[src/rtl/wb_arb_pkg.sv]
// rtl/wb_arb_pkg.sv - shared encodings for the two-master wishbone arbiter
package wb_arb_pkg;

   typedef enum logic [1:0] {
      IDLE  = 2'b00,
      OWN0  = 2'b01,
      OWN1  = 2'b10,
      ABORT = 2'b11
   } state_t;

   localparam logic M0 = 1'b0;
   localparam logic M1 = 1'b1;

   localparam int DEFAULT_TIMEOUT = 16;

endpackage

[src/rtl/wb_watchdog.sv]
// rtl/wb_watchdog.sv - 8-bit stall counter flagging the last cycle before abort
module wb_watchdog #(
   parameter int LIMIT = 16
) (
   input  logic clk,
   input  logic reset,
   input  logic en,
   input  logic clr,
   output logic expire
);

   localparam logic [7:0] LAST = 8'(LIMIT - 1);

   logic [7:0] count;

   always_ff @(posedge clk or negedge reset) begin
      if (!reset) begin
         count <= 8'd0;
      end else if (clr) begin
         count <= 8'd0;
      end else if (en) begin
         count <= count + 8'd1;
      end
   end

   assign expire = (count == LAST);

endmodule

[src/rtl/wishbone_arbiter.sv]
// rtl/wishbone_arbiter.sv - round-robin two-master, one-slave wishbone arbiter
module wishbone_arbiter
   import wb_arb_pkg::*;
#(
   parameter int AW      = 16,
   parameter int DW      = 8,
   parameter int TIMEOUT = DEFAULT_TIMEOUT
) (
   input  logic          clk,
   input  logic          reset,
   input  logic          m0_cyc,
   input  logic          m0_stb,
   input  logic          m0_we,
   input  logic [AW-1:0] m0_adr,
   input  logic [DW-1:0] m0_dat_o,
   output logic [DW-1:0] m0_dat_i,
   output logic          m0_ack,
   output logic          m0_err,
   input  logic          m1_cyc,
   input  logic          m1_stb,
   input  logic          m1_we,
   input  logic [AW-1:0] m1_adr,
   input  logic [DW-1:0] m1_dat_o,
   output logic [DW-1:0] m1_dat_i,
   output logic          m1_ack,
   output logic          m1_err,
   output logic          s_cyc,
   output logic          s_stb,
   output logic          s_we,
   output logic [AW-1:0] s_adr,
   output logic [DW-1:0] s_dat_o,
   input  logic [DW-1:0] s_dat_i,
   input  logic          s_ack,
   output logic [1:0]    gnt,
   output logic          busy
);

   state_t state;
   logic   last;
   logic   own_stb;
   logic   wd_en;
   logic   wd_expire;
   logic   stall_out;

   assign own_stb   = (state == OWN0) ? m0_stb : (state == OWN1) ? m1_stb : 1'b0;
   assign wd_en     = own_stb && !s_ack;
   assign stall_out = wd_en && wd_expire;

   wb_watchdog #(.LIMIT(TIMEOUT)) u_wdog (
      .clk    (clk),
      .reset  (reset),
      .en     (wd_en),
      .clr    (!wd_en),
      .expire (wd_expire)
   );

   // A release always passes through IDLE, so tenures never hand over back to back.
   always_ff @(posedge clk or negedge reset) begin
      if (!reset) begin
         state  <= IDLE;
         gnt    <= 2'b00;
         last   <= M1;
         busy   <= 1'b0;
         m0_err <= 1'b0;
         m1_err <= 1'b0;
      end else begin
         case (state)
            IDLE: begin
               if (m0_cyc && (!m1_cyc || last == M1)) begin
                  state <= OWN0;
                  gnt   <= 2'b01;
                  last  <= M0;
                  busy  <= 1'b1;
               end else if (m1_cyc) begin
                  state <= OWN1;
                  gnt   <= 2'b10;
                  last  <= M1;
                  busy  <= 1'b1;
               end
            end
            OWN0: begin
               if (!m0_cyc) begin
                  state <= IDLE;
                  gnt   <= 2'b00;
                  busy  <= 1'b0;
               end else if (stall_out) begin
                  state  <= ABORT;
                  m0_err <= 1'b1;
               end
            end
            OWN1: begin
               if (!m1_cyc) begin
                  state <= IDLE;
                  gnt   <= 2'b00;
                  busy  <= 1'b0;
               end else if (stall_out) begin
                  state  <= ABORT;
                  m1_err <= 1'b1;
               end
            end
            default: begin
               state  <= IDLE;
               gnt    <= 2'b00;
               busy   <= 1'b0;
               m0_err <= 1'b0;
               m1_err <= 1'b0;
            end
         endcase
      end
   end

   always_comb begin
      s_cyc    = 1'b0;
      s_stb    = 1'b0;
      s_we     = 1'b0;
      s_adr    = '0;
      s_dat_o  = '0;
      m0_ack   = 1'b0;
      m1_ack   = 1'b0;
      m0_dat_i = '0;
      m1_dat_i = '0;
      case (state)
         OWN0: begin
            s_cyc    = m0_cyc;
            s_stb    = m0_stb;
            s_we     = m0_we;
            s_adr    = m0_adr;
            s_dat_o  = m0_dat_o;
            m0_ack   = s_ack;
            m0_dat_i = s_dat_i;
         end
         OWN1: begin
            s_cyc    = m1_cyc;
            s_stb    = m1_stb;
            s_we     = m1_we;
            s_adr    = m1_adr;
            s_dat_o  = m1_dat_o;
            m1_ack   = s_ack;
            m1_dat_i = s_dat_i;
         end
         default: ;
      endcase
   end

endmodule

[config.mk]
export PLATFORM = sky130hd
export DESIGN_NAME = wishbone_arbiter
export DESIGN_NICKNAME = d
export VERILOG_FILES = /design/src/rtl/wb_arb_pkg.sv /design/src/rtl/wb_watchdog.sv /design/src/rtl/wishbone_arbiter.sv
export SDC_FILE = /design/constraint.sdc
export NUM_CORES = 1
export LEC_CHECK = 0
export BUFFER_PORTS_ARGS = -buffer_cell sky130_fd_sc_hd__clkbuf_2
export CORE_ASPECT_RATIO = 1.2
export CORE_UTILIZATION = 43
export CTS_CLUSTER_DIAMETER = 120
export DETAILED_ROUTE_END_ITERATION = 10
export HOLD_SLACK_MARGIN = 0.08
export PLACE_DENSITY = 0.89
export SLEW_MARGIN = 10
export SYNTH_ARGS = -nofsm -noshare
export SYNTH_HDL_FRONTEND = slang
export SYNTH_SLANG_ARGS = --single-unit
[constraint.sdc]
create_clock -name clk -period 3.3 [get_ports clk]
set_clock_uncertainty 0.1 [all_clocks]
set_input_delay 0.66 -clock clk [delete_from_list [all_inputs] [get_ports clk]]
set_output_delay 0.66 -clock clk [all_outputs]
set_load 0.02 [all_outputs]
==> Word-level counts from Yosys, hierarchy flattened <==
Cells that the tools add are included.
{ "totals": {"reg_bits": 16, "latchBits": 0, "mem_bits_rw": 0, "mem_bits_ro": 0, "input_bits": 65, "output_inout_bits": 50, "word_cells": 66, "n_memories": 0} }
{ "classes": {"n_addsub": 1, "n_mul": 0, "div": 0, "magnitude_cmp": 0, "n_eq_ne": 10, "n_shift": 0, "mux": 32, "n_bitwise": 2, "n_reduce_logical": 14} }
{ "op_table": {"columns": ["op", "n"], "rows": [
  ["16-bit one-hot mux with 2 select lines", 1],
  ["8-bit 2-to-1 mux", 3],
  ["8-bit one-hot mux with 2 select lines", 1],
  ["2-bit 2-to-1 mux", 7],
  ["1-bit 2-to-1 mux", 12],
  ["2-bit inequality test (second input constant)", 6],
  ["2-bit one-hot mux with 3 select lines", 2],
  ["1-bit one-hot mux with 2 select lines", 5],
  ["3-bit AND reduction", 3],
  ["8-bit by 1-bit adder with 8-bit output (second input constant)", 1],
  ["8-bit by 4-bit equality test with 1-bit output (second input constant)", 1],
  ["2-bit OR reduction", 2],
  ["1-bit logical AND", 3],
  ["3-bit inequality test (second input constant)", 1],
  ["1-bit one-hot mux with 3 select lines", 1],
  ["2-bit by 1-bit equality test with 1-bit output (second input constant)", 1],
  ["2-bit equality test (second input constant)", 1],
  ["1-bit zero test", 2],
  ["2-bit zero test", 1],
  ["1-bit NOT", 2],
  ["2-bit AND reduction", 1],
  ["2-bit nonzero test", 1],
  ["1-bit logical OR", 1]
]} }

==> Depth between registers and ports, before layout <==
Gate-level depths: netlist of the first run.
{ "depth": {"ltp_word": 8, "ltp_mapped": 7} }

==> By module <==
From an unflattened synthesis of the first run, not the netlist that was laid out.
{ "hier_totals": {"cells_unflattened": 177, "area_unflattened_um2": 1423.9} }
{ "by_module_without_submodules": {"columns": ["module", "instances", "cells_each", "area_per_inst_um2", "seq_area_each_um2"], "rows": [
  ["wishbone_arbiter", 1, 138, 1029.7, 201.4],
  ["wb_watchdog", 1, 39, 394.1, 200.2]
]} }

==> Worst setup path before layout of the first run <==
No wires, ideal clock.
{ "synth_path": {"kind": "register -> output", "start": "reg state[0]", "end": "out s_stb", "t_arrival_ps": 1672, "required_time_ps": 2540, "slack_ps": 868, "stages_incl_launch_ff": 7, "n_path_buf": 2, "cell_sequence": "dfrtp_1 > inv_1 > ha_1 > clkdlybuf4s15_1 > clkbuf_1 > nand2_1 > a21boi_0"} }
{ "synth_via": {"elab_chain_len": 2, "elab_cells_between_ends": 3, "cone_classes": "eq/ne (2); mux (1)"} }
{ "synth_lines": {"columns": ["item", "line_no", "source"], "rows": [
  ["from (decl)", "wishbone_arbiter.sv:38", "state_t state;"],
  ["from (signal assigned)", "wishbone_arbiter.sv:60", "state <= IDLE;"],
  ["from (signal assigned)", "wishbone_arbiter.sv:70", "state <= OWN0;"],
  ["from (signal assigned)", "wishbone_arbiter.sv:75", "state <= OWN1;"],
  ["2-bit equality test or 2-bit by 1-bit equality test with 1-bit output (tied branches)", "wishbone_arbiter.sv:122", "case (state)"],
  ["1-bit one-hot mux with 2 select lines (*)", "wishbone_arbiter.sv:122", null],
  ["to (decl)", "wishbone_arbiter.sv:28", "output logic s_stb,"]
]} }
Every way passes the cells marked *; elsewhere a longest branch is shown, timed or not.

==> Worst setup path in the final report of the first run <==
{ "layout_path": {"start": "reg state[1]", "end": "out s_adr[4]"} }
{ "layout_via": {"elab_chain_len": 2, "elab_cells_between_ends": 3, "cone_classes": "eq/ne (2); mux (1)"} }
{ "layout_lines": {"columns": ["item", "line_no", "source"], "rows": [
  ["2-bit equality test or 2-bit by 1-bit equality test with 1-bit output (tied branches)", "wishbone_arbiter.sv:122", null],
  ["16-bit one-hot mux with 2 select lines (*)", "wishbone_arbiter.sv:122", null],
  ["to (decl)", "wishbone_arbiter.sv:30", "output logic [AW-1:0] s_adr,"]
]} }
Marks and branches as above.

==> flow_metrics.env, run 1 <==
export IMPL_whs_ps=177
export IMPL_finalSetupTns_ps=0
export IMPL_cts_hold_buf=0
export IMPL_synth_edf_count=0
export IMPL_diodes=0
export IMPL_max_stage_delay_ps=500
export IMPL_yosysSeqAreaShare_pct=27.8
export IMPL_drc=0
export IMPL_post_cts_buffers=0
export IMPL_crit_start="state[1]"
export IMPL_fillCellCount=277
export IMPL_status="finished clean"
export IMPL_dieArea_sq_um=3590
export IMPL_hold_viol=0
export IMPL_dpl_hpwl_mm=3.16
export IMPL_final_nets=349
export IMPL_final_antenna_net_count=0
export IMPL_r2r_start="state[1]"
export IMPL_synth_seq_cells=16
export IMPL_worst_path_max_fanout=26
export IMPL_io_pins=115
export IMPL_yosysTopAreaCell="dfrtp_1"
export IMPL_utilization_pct=63.8
export IMPL_grt_pass1_vias=1388
export IMPL_slew_headroom_pct=59.8
export IMPL_synth_cells=172
export IMPL_viasPerCell=5.34
export IMPL_slew_violations=0
export IMPL_syn2layout_area_growth_pct=38.7
export IMPL_clkSinkCount=16
export IMPL_cp_end_kind="output port"
export IMPL_ir_worst_vdd_uv=555
export IMPL_drv_cap=0
export IMPL_grt_pass1_wl_mm=5.78
export IMPL_overflow=0
export IMPL_grt_use_total_pct=21.4
export IMPL_htreeDepth=1
export IMPL_cts_root_buf="clkbuf_4"
export IMPL_cts_buffers=3
export IMPL_worstSkewPairLatency_ps=290
export IMPL_dp_cells=310
export IMPL_layout_commonest_cell="clkbuf_2"
export IMPL_start_util_pct=46.0
export IMPL_critPathRequiredTime_ps=2540
export IMPL_critical_path_class="reg -> out"
export IMPL_yosysWarnings=0
export IMPL_rows=22
export IMPL_synth_fp_nets=242
export IMPL_layout_drive_gt1_share_pct=44.2
export IMPL_drtIter0Drc=57
export IMPL_p_leak_uw=0.00103
export IMPL_fin_area_sq_um=2000
export IMPL_tritoncts="done"
export IMPL_clock_fmax_mhz=347
export IMPL_setup_violations=0
export IMPL_multi_input_area_sq_um=922
export IMPL_finalCriticalPeriod_ps=2880
export IMPL_synth_area_leaders="dfrtp_1, a22oi_1, nor2b_1"
export IMPL_regArea_sq_um=402
export IMPL_hp_class="in -> async"
export IMPL_slowest_stage="ha_1"
export IMPL_grt_antenna_before_repair=0
export IMPL_wl_mm=4.07
export IMPL_synth_area_per_cell_sq_um=8.39
export IMPL_cts_buffer_depth=2
export IMPL_port_buffers=114
export IMPL_final_cell_count_no_fill=314
export IMPL_synth_cell_area_sq_um=1440
export IMPL_rsz0062_at_grt="no"
export IMPL_wire_per_inst_microns=13.0
export IMPL_placed_cell_area_sq_um=1980
export IMPL_worstPathCellList="inv_1 -> ha_1 -> buf_4 -> a22oi_1 -> nor2b_1 -> clkbuf_2"
export IMPL_grt_max_degree=32
export IMPL_yosysTopAreaCellShare_pct=26.0
export IMPL_path_clk_slew_ps=100
export IMPL_cts_resized=0
export IMPL_final_cell_mix="clkbuf_2, nor2b_1, a22oi_1"
export IMPL_dr_total_vias=1677
export IMPL_core_area_sq_um=3140
export IMPL_cp_start_kind="flip-flop"
export IMPL_die_w_microns=54.9
export IMPL_cp_arrival_ps=2120
export IMPL_worst_slew_pin_slew_ps=604
export IMPL_powerDensity_nw_per_um2=676
export IMPL_gp_congestion=0.809
export IMPL_async_flop_share_pct=100
export IMPL_yosysUniqueCellTypes=41
export IMPL_period_share_pct=87.3
export IMPL_yosys_most_used_dff="dfrtp_1"
export IMPL_first_pass_iters=4
export IMPL_die_height_microns=65.5
-- final cells by class --
cell class	count	area share [%]
well taps	36	2.25
inverters	6	1.12
multi-input cells	136	46.0
clock buffers	4	1.31
flip-flops and latches	16	20.0
repair buffers	116	29.2
-- through the flow --
stage                     power [uW]  worst slack, ps
final                           1350              418
after global routing            1460              239
after CTS                       1360              424
after detailed placement        1240              736
after global placement          1230              806
after floorplan                 1020              868
-- power breakdown --
group	leakage, uW	internal, uW	switching [uW]
combinational	0.000802	388	581
sequential	0.000213	237	38.0
clock	0.0000150	47.0	63.2
-- Yosys cell counts (2+ instances only) --
library cell / n
ha_1: 5
and2_1: 19
nand3_1: 4
clkbuf_8: 2
a32o_1: 2
nor2_1: 9
dfrtp_1: 15
a21boi_0: 3
o21ai_0: 4
clkbuf_1: 8
nor2b_1: 26
a22oi_1: 25
nand2_1: 8
buf_6: 2
o31ai_1: 2
xnor2_1: 2
nand2b_1: 2
inv_1: 6
xor2_1: 3
a21oi_1: 4
-- routing by layer --
layer / vias up / global-route usage (%) / wire length [microns]
met4: 0 / 7.50 / 37
met5: - / 0 / 0
li1: 824 / - / -
met3: 6 / 2.31 / 247
met2: 71 / 39.3 / 2190
met1: 776 / 24.2 / 1600
-- cell families after synthesis --
family	share of synthesized area (%)
DFF	27.8
xor gates and xnor gates	3.03
and+or+nand+nor	30.0
buffers and inverters	8.32
adders and majority gates	4.33
AOI/OAI and AO/OA	26.5
-- worst paths after layout --
check	endpoint	slack, ps	cells after the start
worst max-delay path	s_adr[4]	420	6
worst min-delay path	u_wdog.count[5]	180	1
worst max register to register	m0_err	1000	6
worst min register to register	u_wdog.count[0]	400	1
max in group asynchronous	last	2610	1
min in group clk	u_wdog.count[0]	400	1
-- worst max-delay path: cells and delay by family (launching register included) --
kind | cells | cell delay, ps
AOI/OAI and AO/OA | 1 | 110
and+or+nand+nor | 1 | 130
DFF | 1 | 450
buffers and inverters | 3 | 650
adders and majority gates | 1 | 500
-- flip-flops by register name, summed over array words and instances, names as in the netlist --
| signal | cells |
|---|---|
| state | 2 |
| busy | 1 |
| last | 1 |
| gnt | 2 |
| m1_err | 1 |
| m0_err | 1 |
| u_wdog.count | 8 |
(Power assumes the default switching activity.)
==> run 2: changes to the inputs <==
Settings changed: CORE_UTILIZATION 43 to 42, PLACE_DENSITY 0.89 to 0.87, SYNTH_HIERARCHICAL set to 1.
==> flow_metrics.env, run 2 <==
export IMPL_power_frac_seq_pct=18.2
export IMPL_cell_internal_pwr_uw=725
export IMPL_worst_slew_pin_slew_ps=625
export IMPL_powerDensity_nw_per_um2=718
export IMPL_synth_cells=177
export IMPL_path_clk_slew_ps=90
export IMPL_share_comb_of_total_power_pct=74.6
export IMPL_placed_cell_area_sq_um=2010
export IMPL_die_height_microns=65.8
export IMPL_cts_buffer_depth=2
export IMPL_critPathRequiredTime_ps=2540
export IMPL_p_leak_uw=0.00105
export IMPL_grt_pass1_vias=1341
export IMPL_final_cell_mix="clkbuf_2, nor2b_1, a22oi_1"
export IMPL_drv_cap=0
export IMPL_yosys_most_used_dff="dfrtp_1"
export IMPL_drtIter0Drc=39
export IMPL_grt_max_degree=28
export IMPL_slew_headroom_pct=58.4
export IMPL_cts_root_buf="clkbuf_4"
export IMPL_hold_viol=0
export IMPL_clock_fmax_mhz=381
export IMPL_p_sw_uw=733
export IMPL_fin_area_sq_um=2030
export IMPL_grt_use_total_pct=20.5
export IMPL_gr_usage_met3_pct=1.61
export IMPL_gr_usage_met1_pct=23.2
export IMPL_critical_path_class="reg -> out"
export IMPL_cts_hold_buf=0
export IMPL_rsz0062_at_grt="no"
export IMPL_gp_congestion=0.840
export IMPL_finalCriticalPeriod_ps=2620
export IMPL_synth_fp_nets=247
export IMPL_finalSetupTns_ps=0
export IMPL_diodes=0
export IMPL_overflow=0
export IMPL_start_util_pct=45.4
export IMPL_largest_register_ffs=8
export IMPL_wire_per_inst_microns=12.4
export IMPL_yosysTopAreaCellShare_pct=26.4
export IMPL_syn2layout_area_growth_pct=42.7
export IMPL_yosysTopAreaCell="dfrtp_1"
export IMPL_dieArea_sq_um=3630
export IMPL_first_pass_iters=4
export IMPL_io_pins=115
export IMPL_yosysSeqAreaShare_pct=28.2
export IMPL_drc=0
export IMPL_worst_path_max_fanout=27
export IMPL_grt_antenna_before_repair=0
export IMPL_synth_most_common_cell="nor2b_1"
export IMPL_period_share_pct=79.5
export IMPL_clkSinkCount=16
export IMPL_cp_arrival_ps=1860
export IMPL_async_flop_share_pct=100
export IMPL_dr_total_vias=1655
export IMPL_synth_cell_area_sq_um=1420
export IMPL_port_buffers=114
export IMPL_cp_end_kind="output port"
export IMPL_rows=22
export IMPL_cts_resized=0
export IMPL_grt_busiest_layer="met2"
export IMPL_synth_area_per_cell_sq_um=8.04
export IMPL_globalRouteMet2Util_pct=37.0
export IMPL_regMostFlops="u_wdog/count"
export IMPL_worstSkewPairLatency_ps=280
export IMPL_hp_class="in -> async"
export IMPL_cp_start_kind="flip-flop"
export IMPL_ir_worst_vdd_uv=526
export IMPL_core_area_sq_um=3140
export IMPL_wl_mm=3.99
export IMPL_post_cts_buffers=0
export IMPL_setup_violations=0
export IMPL_synth_edf_count=0
export IMPL_final_nets=357
export IMPL_synth_seq_cells=16
export IMPL_largestRegisters="u_wdog/count: 8 flops, gnt: 2 flops, state: 2 flops"
export IMPL_r2r_cells=8
export IMPL_final_antenna_net_count=0
export IMPL_htreeDepth=1
export IMPL_viasPerCell=5.14
export IMPL_fillCellCount=276
export IMPL_die_w_microns=55.2
export IMPL_slew_violations=0
export IMPL_yosysUniqueCellTypes=37
export IMPL_p_clk_share_pct=7.2
export IMPL_tritoncts="done"
export IMPL_synthTopCellsByCount="nor2b_1, a22oi_1, and2_1"
export IMPL_status="finished clean"
export IMPL_grt_pass1_wl_mm=5.53
export IMPL_yosysWarnings=6
export IMPL_synth_area_leaders="dfrtp_1, a22oi_1, nor2b_1"
export IMPL_layout_drive_gt1_share_pct=44.1
export IMPL_cts_buffers=3
export IMPL_dpl_hpwl_mm=3.16
export IMPL_layout_commonest_cell="clkbuf_2"
export IMPL_switching_share_pct=50.3
run 2: cells by family (layout without fill, tap and decap cells):
group / after synthesis / count (layout) / share of synthesized area, %
and+or+nand+nor: 86 / 86 / 34.3
AOI/OAI and AO/OA: 46 / 46 / 23.4
buffers and inverters: 18 / 127 / 5.80
DFF: 16 / 16 / 28.2
adders and majority gates: 5 / 5 / 4.39
xor gates and xnor gates: 4 / 4 / 2.46
muxes: 2 / 2 / 1.49
run 2: through the flow:
stage	utilization, %	instances	setup WS (ps)	hold WS (ps)	power (uW)
after detailed placement	63.9	318	871	365	1360
after global routing	64.8	322	429	187	1580
after global placement	63.9	318	932	364	1350
final	64.8	322	678	171	1460
after floorplan	-	177	905	264	1080
after CTS	64.8	322	638	181	1470
run 2: critical path, stage by stage (launching register included):
cell and delay (ps):
dfrtp_1 420, inv_1 80, ha_1 650, nor2b_1 240
clkbuf_2 190
run 2: metal layers:
metal / wire (microns) / share of wire, %
met1: 1610 / 40
met3: 249 / 6.2
met5: 0 / 0
met2: 2100 / 53
met4: 27 / 0.68
run 2: final timing paths:
check | from | slack, ps | endpoint
max | state[0] | 680 | s_adr[4]
min | reset | 170 | u_wdog/count[0]
max reg2reg | state[1] | 860 | u_wdog/count[6]
min reg2reg | m0_err | 390 | m0_err
max in group asynchronous | reset | 2600 | last
min in group clk | m0_err | 390 | m0_err
run 2: final cells by class:
type	instances	area [sq um]	share of cell area (%)
Sequential cell	16	402	19.8
Tap cell	36	45.0	2.22
Clock buffer	4	26.3	1.29
Inverter	5	18.8	0.924
Timing Repair Buffer	118	601	29.6
Multi-Input combinational cell	143	940	46.2
run 2: power groups by stage:
stage / sequential (uW) / combinational (uW) / clock (uW)
2_1_floorplan: 285 / 797 / 0
3_3_place_gp: 267 / 1090 / 0
3_5_place_dp: 268 / 1090 / 0
4_1_cts: 264 / 1100 / 108
5_1_grt: 270 / 1200 / 117
6_report: 265 / 1090 / 105
